$ cat config.mk
export PLATFORM = sky130hd
export DESIGN_NAME = ram_share_arbiter
export DESIGN_NICKNAME = d
export VERILOG_FILES = /design/src/rtl/ram_share_pkg.sv /design/src/rtl/ram_share_hold_cnt.sv /design/src/rtl/ram_share_arbiter.sv
export SDC_FILE = /design/constraint.sdc
export NUM_CORES = 1
export LEC_CHECK = 0
export BUFFER_PORTS_ARGS = -buffer_cell sky130_fd_sc_hd__buf_4
export CAP_MARGIN = 20
export CORE_AREA = 2 2 128 130
export DETAILED_ROUTE_END_ITERATION = 8
export DIE_AREA = 0 0 130 132
export PLACE_DENSITY_LB_ADDON = 0.15
export SLEW_MARGIN = 0
export SYNTH_ARGS = -nofsm -noshare
export SYNTH_HDL_FRONTEND = slang
export SYNTH_SLANG_ARGS = --single-unit
$ cat constraint.sdc
create_clock -name clk_sys_i -period 2.35 [get_ports clk_sys_i]
set_clock_uncertainty 0.15 [all_clocks]
set_input_delay 0.5875 -clock clk_sys_i [delete_from_list [all_inputs] [get_ports clk_sys_i]]
set_output_delay 0.5875 -clock clk_sys_i [all_outputs]
set_load 0.005 [all_outputs]
$ cat src/rtl/ram_share_pkg.sv
// Shared types and constants for the SRAM port arbiter between the SPI RAM loader and the core.
package ram_share_pkg;

  localparam int unsigned MemAddrWidth = 32;
  localparam int unsigned MemDataWidth = 32;
  localparam int unsigned MemBeWidth   = MemDataWidth / 8;

  typedef enum logic [1:0] {
    ST_HOLD = 2'd0,
    ST_LOAD = 2'd1,
    ST_RUN  = 2'd2
  } state_e;

  typedef struct packed {
    logic                    req;
    logic                    we;
    logic [MemBeWidth-1:0]   be;
    logic [MemAddrWidth-1:0] addr;
    logic [MemDataWidth-1:0] wdata;
  } mem_req_t;

  localparam logic OwnerCore = 1'b0;
  localparam logic OwnerLd   = 1'b1;

endpackage

$ cat src/rtl/ram_share_hold_cnt.sv
// Loadable down-counter with zero flag; stops at zero rather than wrapping.
module ram_share_hold_cnt #(
  parameter int unsigned      Width    = 4,
  parameter logic [Width-1:0] ResetVal = '0
) (
  input  logic             clk_i,
  input  logic             rst_i,
  input  logic             load_i,
  input  logic [Width-1:0] load_val_i,
  input  logic             dec_i,
  output logic             zero_o
);

  logic [Width-1:0] cnt_q, cnt_d;

  always_comb begin
    cnt_d = cnt_q;
    if (load_i) begin
      cnt_d = load_val_i;
    end else if (dec_i && (cnt_q != '0)) begin
      cnt_d = cnt_q - Width'(1);
    end
  end

  always_ff @(posedge clk_i or posedge rst_i) begin
    if (rst_i) begin
      cnt_q <= ResetVal;
    end else begin
      cnt_q <= cnt_d;
    end
  end

  assign zero_o = (cnt_q == '0);

endmodule

$ cat src/rtl/ram_share_arbiter.sv
// Shares one SRAM port between the SPI loader and the core data port, and holds the
// core in reset around load sessions.
module ram_share_arbiter
  import ram_share_pkg::*;
#(
  parameter int unsigned AddrWidth  = MemAddrWidth,
  parameter int unsigned DataWidth  = MemDataWidth,
  parameter int unsigned HoldCycles = 16,
  parameter int unsigned CntWidth   = 16
) (
  input  logic                   clk_sys_i,
  input  logic                   rst_sys_i,
  input  logic                   ld_start_i,
  input  logic                   ld_done_i,
  input  logic                   ld_req_i,
  input  logic                   ld_we_i,
  input  logic [DataWidth/8-1:0] ld_be_i,
  input  logic [AddrWidth-1:0]   ld_addr_i,
  input  logic [DataWidth-1:0]   ld_wdata_i,
  output logic                   ld_gnt_o,
  output logic                   ld_rvalid_o,
  output logic [DataWidth-1:0]   ld_rdata_o,
  input  logic                   core_req_i,
  input  logic                   core_we_i,
  input  logic [DataWidth/8-1:0] core_be_i,
  input  logic [AddrWidth-1:0]   core_addr_i,
  input  logic [DataWidth-1:0]   core_wdata_i,
  output logic                   core_gnt_o,
  output logic                   core_rvalid_o,
  output logic [DataWidth-1:0]   core_rdata_o,
  output logic                   mem_req_o,
  output logic                   mem_we_o,
  output logic [DataWidth/8-1:0] mem_be_o,
  output logic [AddrWidth-1:0]   mem_addr_o,
  output logic [DataWidth-1:0]   mem_wdata_o,
  input  logic                   mem_rvalid_i,
  input  logic [DataWidth-1:0]   mem_rdata_i,
  output logic                   core_rst_no,
  output logic                   load_busy_o,
  output logic [CntWidth-1:0]    load_words_o
);

  localparam int unsigned HoldWidth = (HoldCycles > 1) ? $clog2(HoldCycles) : 1;
  localparam logic [HoldWidth-1:0] HoldInit = HoldWidth'(HoldCycles - 1);

  state_e              state_q, state_d;
  logic                core_rst_n_q;
  logic                load_busy_q;
  logic                owner_q;
  logic [CntWidth-1:0] load_words_q, load_words_d;
  logic                hold_load, hold_dec, hold_zero;
  logic                ld_gnt, core_gnt;
  mem_req_t            ld_bus, core_bus, mem_bus;

  // The counter sits at HoldInit whenever we are outside HOLD, so every HOLD entry
  // starts a full HoldCycles window.
  assign hold_load = (state_q != ST_HOLD);
  assign hold_dec  = (state_q == ST_HOLD);

  ram_share_hold_cnt #(
    .Width    (HoldWidth),
    .ResetVal (HoldInit)
  ) u_hold_cnt (
    .clk_i      (clk_sys_i),
    .rst_i      (rst_sys_i),
    .load_i     (hold_load),
    .load_val_i (HoldInit),
    .dec_i      (hold_dec),
    .zero_o     (hold_zero)
  );

  always_comb begin
    state_d = state_q;
    unique case (state_q)
      ST_HOLD: if (hold_zero) state_d = ST_RUN;
      ST_LOAD: if (ld_done_i) state_d = ST_HOLD;
      ST_RUN:  state_d = ST_RUN;
      default: state_d = ST_HOLD;
    endcase
    // A new session always wins, including over a same-cycle ld_done_i.
    if (ld_start_i) state_d = ST_LOAD;
  end

  assign ld_gnt   = ld_req_i;
  assign core_gnt = (state_q == ST_RUN) & core_req_i & ~ld_req_i;

  always_comb begin
    ld_bus.req     = ld_req_i;
    ld_bus.we      = ld_we_i;
    ld_bus.be      = ld_be_i;
    ld_bus.addr    = ld_addr_i;
    ld_bus.wdata   = ld_wdata_i;
    core_bus.req   = core_req_i;
    core_bus.we    = core_we_i;
    core_bus.be    = core_be_i;
    core_bus.addr  = core_addr_i;
    core_bus.wdata = core_wdata_i;
    mem_bus        = ld_req_i ? ld_bus : core_bus;
    mem_bus.req    = ld_gnt | core_gnt;
  end

  always_comb begin
    load_words_d = load_words_q;
    if (ld_start_i) begin
      load_words_d = '0;
    end else if ((state_q == ST_LOAD) && ld_gnt && ld_we_i && (load_words_q != '1)) begin
      load_words_d = load_words_q + CntWidth'(1);
    end
  end

  always_ff @(posedge clk_sys_i or posedge rst_sys_i) begin
    if (rst_sys_i) begin
      state_q      <= ST_HOLD;
      core_rst_n_q <= 1'b0;
      load_busy_q  <= 1'b0;
      load_words_q <= '0;
      owner_q      <= OwnerCore;
    end else begin
      state_q      <= state_d;
      core_rst_n_q <= (state_d == ST_RUN);
      load_busy_q  <= (state_d == ST_LOAD);
      load_words_q <= load_words_d;
      if (mem_bus.req) begin
        owner_q <= ld_gnt ? OwnerLd : OwnerCore;
      end
    end
  end

  assign ld_gnt_o      = ld_gnt;
  assign core_gnt_o    = core_gnt;
  assign mem_req_o     = mem_bus.req;
  assign mem_we_o      = mem_bus.we;
  assign mem_be_o      = mem_bus.be;
  assign mem_addr_o    = mem_bus.addr;
  assign mem_wdata_o   = mem_bus.wdata;

  // Responses follow the recorded owner, so one in flight across a state change lands correctly.
  assign ld_rvalid_o   = mem_rvalid_i & (owner_q == OwnerLd);
  assign core_rvalid_o = mem_rvalid_i & (owner_q == OwnerCore);
  assign ld_rdata_o    = mem_rdata_i;
  assign core_rdata_o  = mem_rdata_i;

  assign core_rst_no   = core_rst_n_q;
  assign load_busy_o   = load_busy_q;
  assign load_words_o  = load_words_q;

endmodule

==> Word level (Yosys, flattened, before mapping) <==
Cells that the tools add are included.
{ "word_totals": {"reg_bits": 25, "input_bits": 177, "output_inout_bits": 156, "word_cells": 40} }
{ "op_classes": {"n_addsub": 2, "n_eq_ne": 5, "mux": 10, "bitwise": 7, "reduce_logical": 10} }
{ "ops": {"columns": ["op", "count"], "rows": [
  ["69-bit 2-to-1 mux", 1],
  ["16-bit 2-to-1 mux", 2],
  ["16-bit by 1-bit adder with 16-bit output, second input constant", 1],
  ["16-bit != test, second input constant", 1],
  ["4-bit 2-to-1 mux", 2],
  ["2-bit 2-to-1 mux", 3],
  ["2-bit case mux with 3 select lines", 1],
  ["2-bit nonzero test", 3],
  ["1-bit bitwise AND", 4],
  ["2-bit by 1-bit equality test with 1-bit output, second input constant", 2],
  ["2-bit equality test, second input constant", 2],
  ["1-bit logical AND", 4],
  ["4-bit zero test", 1],
  ["4-bit nonzero test", 1],
  ["4-bit by 1-bit subtractor with 4-bit output, second input constant", 1],
  ["2-bit zero test", 1],
  ["1-bit NOT", 2],
  ["1-bit 2-to-1 mux", 1],
  ["1-bit OR", 1]
]} }

==> Logic depth before layout (Yosys ltp) <==
{ "logic_depth": {"word_depth": 6, "ltp_mapped": 6, "depth_no_buf": 5} }

==> By module <==
From an unflattened synthesis, not the netlist that was laid out.
{ "hier_totals": {"hier_cells": 295, "hier_area_um2": 2733.9} }
{ "by_module_without_submodules": {"columns": ["mod", "n_inst", "cells_each", "area_per_inst_um2", "seq_area_each_um2"], "rows": [
  ["ram_share_arbiter", 1, 267, 2467.4, 525.5],
  ["ram_share_hold_cnt", 1, 28, 266.5, 105.1]
]} }

==> Worst setup path before layout <==
Ideal clock, no wire load.
{ "synth_path": {"kind": "input to output", "from": "in ld_req_i", "to": "out mem_addr_o[0]", "arrival_time_ns": 1.484, "required_time_ns": 1.612, "setup_slack_ns": 0.128, "path_stages": 3, "path_buffers": 2, "cell_sequence": "buf_2 > buf_1 > mux2_2"} }
{ "synth_via": {"elab_chain_cells": 1} }
{ "synth_lines": {"columns": ["item", "line", "rtl"], "rows": [
  ["start, declared", "ram_share_arbiter.sv:15", "input logic ld_req_i,"],
  ["69-bit 2-to-1 mux", "ram_share_arbiter.sv:98", "mem_bus = ld_req_i ? ld_bus : core_bus;"],
  ["end, declared", "ram_share_arbiter.sv:34", "output logic [AddrWidth-1:0] mem_addr_o,"]
]} }
No other way between the ends.

==> Final worst setup path <==
{ "layout_path": {"from": "in ld_req_i", "to": "out mem_wdata_o[25]"} }
{ "layout_via": {"elab_chain_cells": 1} }
{ "layout_lines": {"columns": ["item", "line", "rtl"], "rows": [
  ["69-bit 2-to-1 mux", "ram_share_arbiter.sv:98", null],
  ["end, declared", "ram_share_arbiter.sv:35", "output logic [DataWidth-1:0] mem_wdata_o,"]
]} }
No other way between the ends.

==> impl_results.md <==
* Gr usage total at 0.134
* CTS Sinks at 25
* Initial antenna violation count at 1
* Worst slew pin tran at 563 ps
* FF-to-FF Start: load_words_o[0]
* Unrepaired setup endpoints after global routing: no
* CTS Hold Bufs at 0
* Vias in the first global route at 2634
* Final TNS setup at 0 ps
* Leakage at 2.05 nW
* CORE AREA at 15700 sq um
* Final setup viols at 0
* Slew Limit Headroom at 0.621
* Peak supply drop at 0.247 mV
* X dimension of the die at 130 um
* Root buf cell: clkbuf_16
* Via count at 2710
* Mapped Area at 2680 sq um
* Dpl hpwl at 10600 um
* CTS tree: done
* Crit path launch: ld_req_i
* Port Buffers at 236
* Mean post-synth cell area at 9.55 sq um
* Switching fraction of total power at 0.264
* Total power at 1.41 mW
* Clk Latency, worst-skew pair at 270 ps
* Post-CTS setup buffers at 0
* Outcome: completed
* Num CTS Buffers at 3
* Max-slew violation count at 0
* Initial drt markers at 91
* Ys async rst share at 1.00
* WL per Instance at 18.5 um
* Sequential fraction of the synthesis area at 0.235
* Post-CTS sizing at 0
* Final Hold Fails at 0
* Crit-path max FO at 29
* Global route overflow at 0
* Clk slew on worst S/H paths at 70 ps
* Switch Pwr at 0.373 mW
* Post-synth EDFFs at 0
* Clk pwr share at 0.286
* Number of nets with antenna violations after routing at 0
* Layout cells sized above 1 at 0.736
* First-pass GRT wire length at 17000 um
* Distinct cell type count after synthesis at 46
* Final worst-path cycle share at 0.961
* Largest net degree at the start of global routing at 38
* Max clock buf depth at 2
* Pint at 1.04 mW
* Row cnt at 46
* Worst Path Required at 1610 ps
* Startpoint types: primary input
* Initial Util at 0.171
* Type of the worst setup path: in2out
* Area grow syn2layout at 61.7%
* Pwr dens at 325 nW/um^2
* Max cap viols at 0
* H-tree levels at 1
* Final instance area at 4340 sq um
* Arr. time, crit path at 1520 ps
* Minimum clock period at 2260 ps
* Placer congestion estimate at 0.757
* Die ar. at 17200 sq um
* Ports at 333
* YS warnings at 0
* Combinational share of power at 0.399
* Die height at 132 um
* Prevailing post-synth register cell: dfrtp_1
* Via/cell ratio at 4.06
* Hold Path Class: in2async
* DP Area at 4260 sq um
* Worst Setup End Kind: output port
* Place WS at 67.2 ps
* Fmax at 443 MHz
* Post-route worst setup slack at 91.3 ps
* Fin nets at 631
* Mapped Cells at 281
* Detailed Route WL at 12400 um
* Yosys reg bits at 25
* Sequential share of power at 0.316
* First-pass iteration count of the detailed router at 4
* Syn nets at 460
* Post-route DRC violation count at 0
* Final core utilization at 0.276
-- through the flow --
step / hold WS [ps] / std cells
after floorplan: 314 / 281
after global routing: 290 / 667
after global placement: 353 / 663
final: 231 / 668
after detailed placement: 361 / 663
after CTS: 247 / 667
-- cell usage in the layout, fill, tap and decap left out, drive strengths merged, types with 5 or more instances in the layout --
cell type,netlist,routed
nor2,7,7
o21ai,5,5
nand4,5,5
dfrtp,21,21
nand3,6,6
buf,75,243
nand2,8,8
a21oi,12,12
mux2,70,70
inv,6,6
o31ai,7,7
or3,6,6
nor3,5,5
or4,6,6
-- path summary, 6_finish.rpt --
path / slack [ps] / depth (start not counted) / endpoint
max in group asynchronous: 1510 / 3 / u_hold_cnt.cnt_q[2]
worst min-delay path: 230 / 3 / load_words_o[1]
worst max register to register: 390 / 5 / load_words_o[3]
worst min register to register: 370 / 2 / u_hold_cnt.cnt_q[1]
min in group clk_sys_i: 370 / 2 / u_hold_cnt.cnt_q[1]
worst max-delay path: 90 / 4 / mem_wdata_o[25]
-- cells in the mapped netlist (3+ instances only) --
cell type / instances / area share
mux2_2: 69 / 0.29
buf_4: 66 / 0.18
dfrtp_1: 21 / 0.20
a21oi_1: 12 / 0.022
nand2_1: 8 / 0.011
buf_1: 7 / 0.0098
nor2_1: 7 / 0.0098
o31ai_1: 7 / 0.020
inv_1: 6 / 0.0084
or3_1: 6 / 0.014
or4_1: 6 / 0.017
nand3_1: 5 / 0.0093
nor3_1: 5 / 0.0093
dfstp_2: 4 / 0.039
nand2b_1: 4 / 0.0093
and2_1: 3 / 0.0070
and3_1: 3 / 0.0070
nor4_2: 3 / 0.014
o21ai_1: 3 / 0.0056
-- power by group through the flow --
stage	Combinational, mW	Clock (mW)	Sequential, mW
after floorplan	0.265	0	0.452
after global placement	0.569	0	0.454
after detailed placement	0.571	0	0.453
after CTS	0.574	0.413	0.445
after global routing	0.609	0.421	0.446
final	0.563	0.403	0.445
-- flip-flops by register name (all words and copies together), names as in the netlist --
register          flops
core_rst_no           1
load_busy_o           1
load_words_o         16
owner_q               1
state_q               2
u_hold_cnt.cnt_q      4
-- critical path, stage by stage --
cell and delay [ps]:
buf_4 120, buf_12 210, mux2_2 430, buf_4 160
-- layout make-up --
type | count | area, sq um
Sequential cell | 25 | 631
Inverter | 6 | 22.5
Antenna cell | 1 | 2.50
Timing Repair Buffer | 243 | 1850
Clock buffer | 3 | 75.1
Clock inverter | 1 | 5.00
Multi-Input combinational cell | 173 | 1490
Fill cell | 1715 | 11400
Tap cell | 216 | 270
-- cell families after synthesis --
family,synth area share
simple gates,0.166
buf+inv,0.212
xor+xnor,0.00326
fa+ha+maj,0.00932
mux,0.299
flops,0.235
compound gates,0.0755
-- routing by layer --
metal | global-route usage | wire length, um
met1 | 0.174 | 5310
met2 | 0.211 | 5490
met3 | 0.0402 | 1260
met4 | 0.0424 | 292
met5 | 0 | 0
No activity file was read; power rests on OpenSTA's default activity.
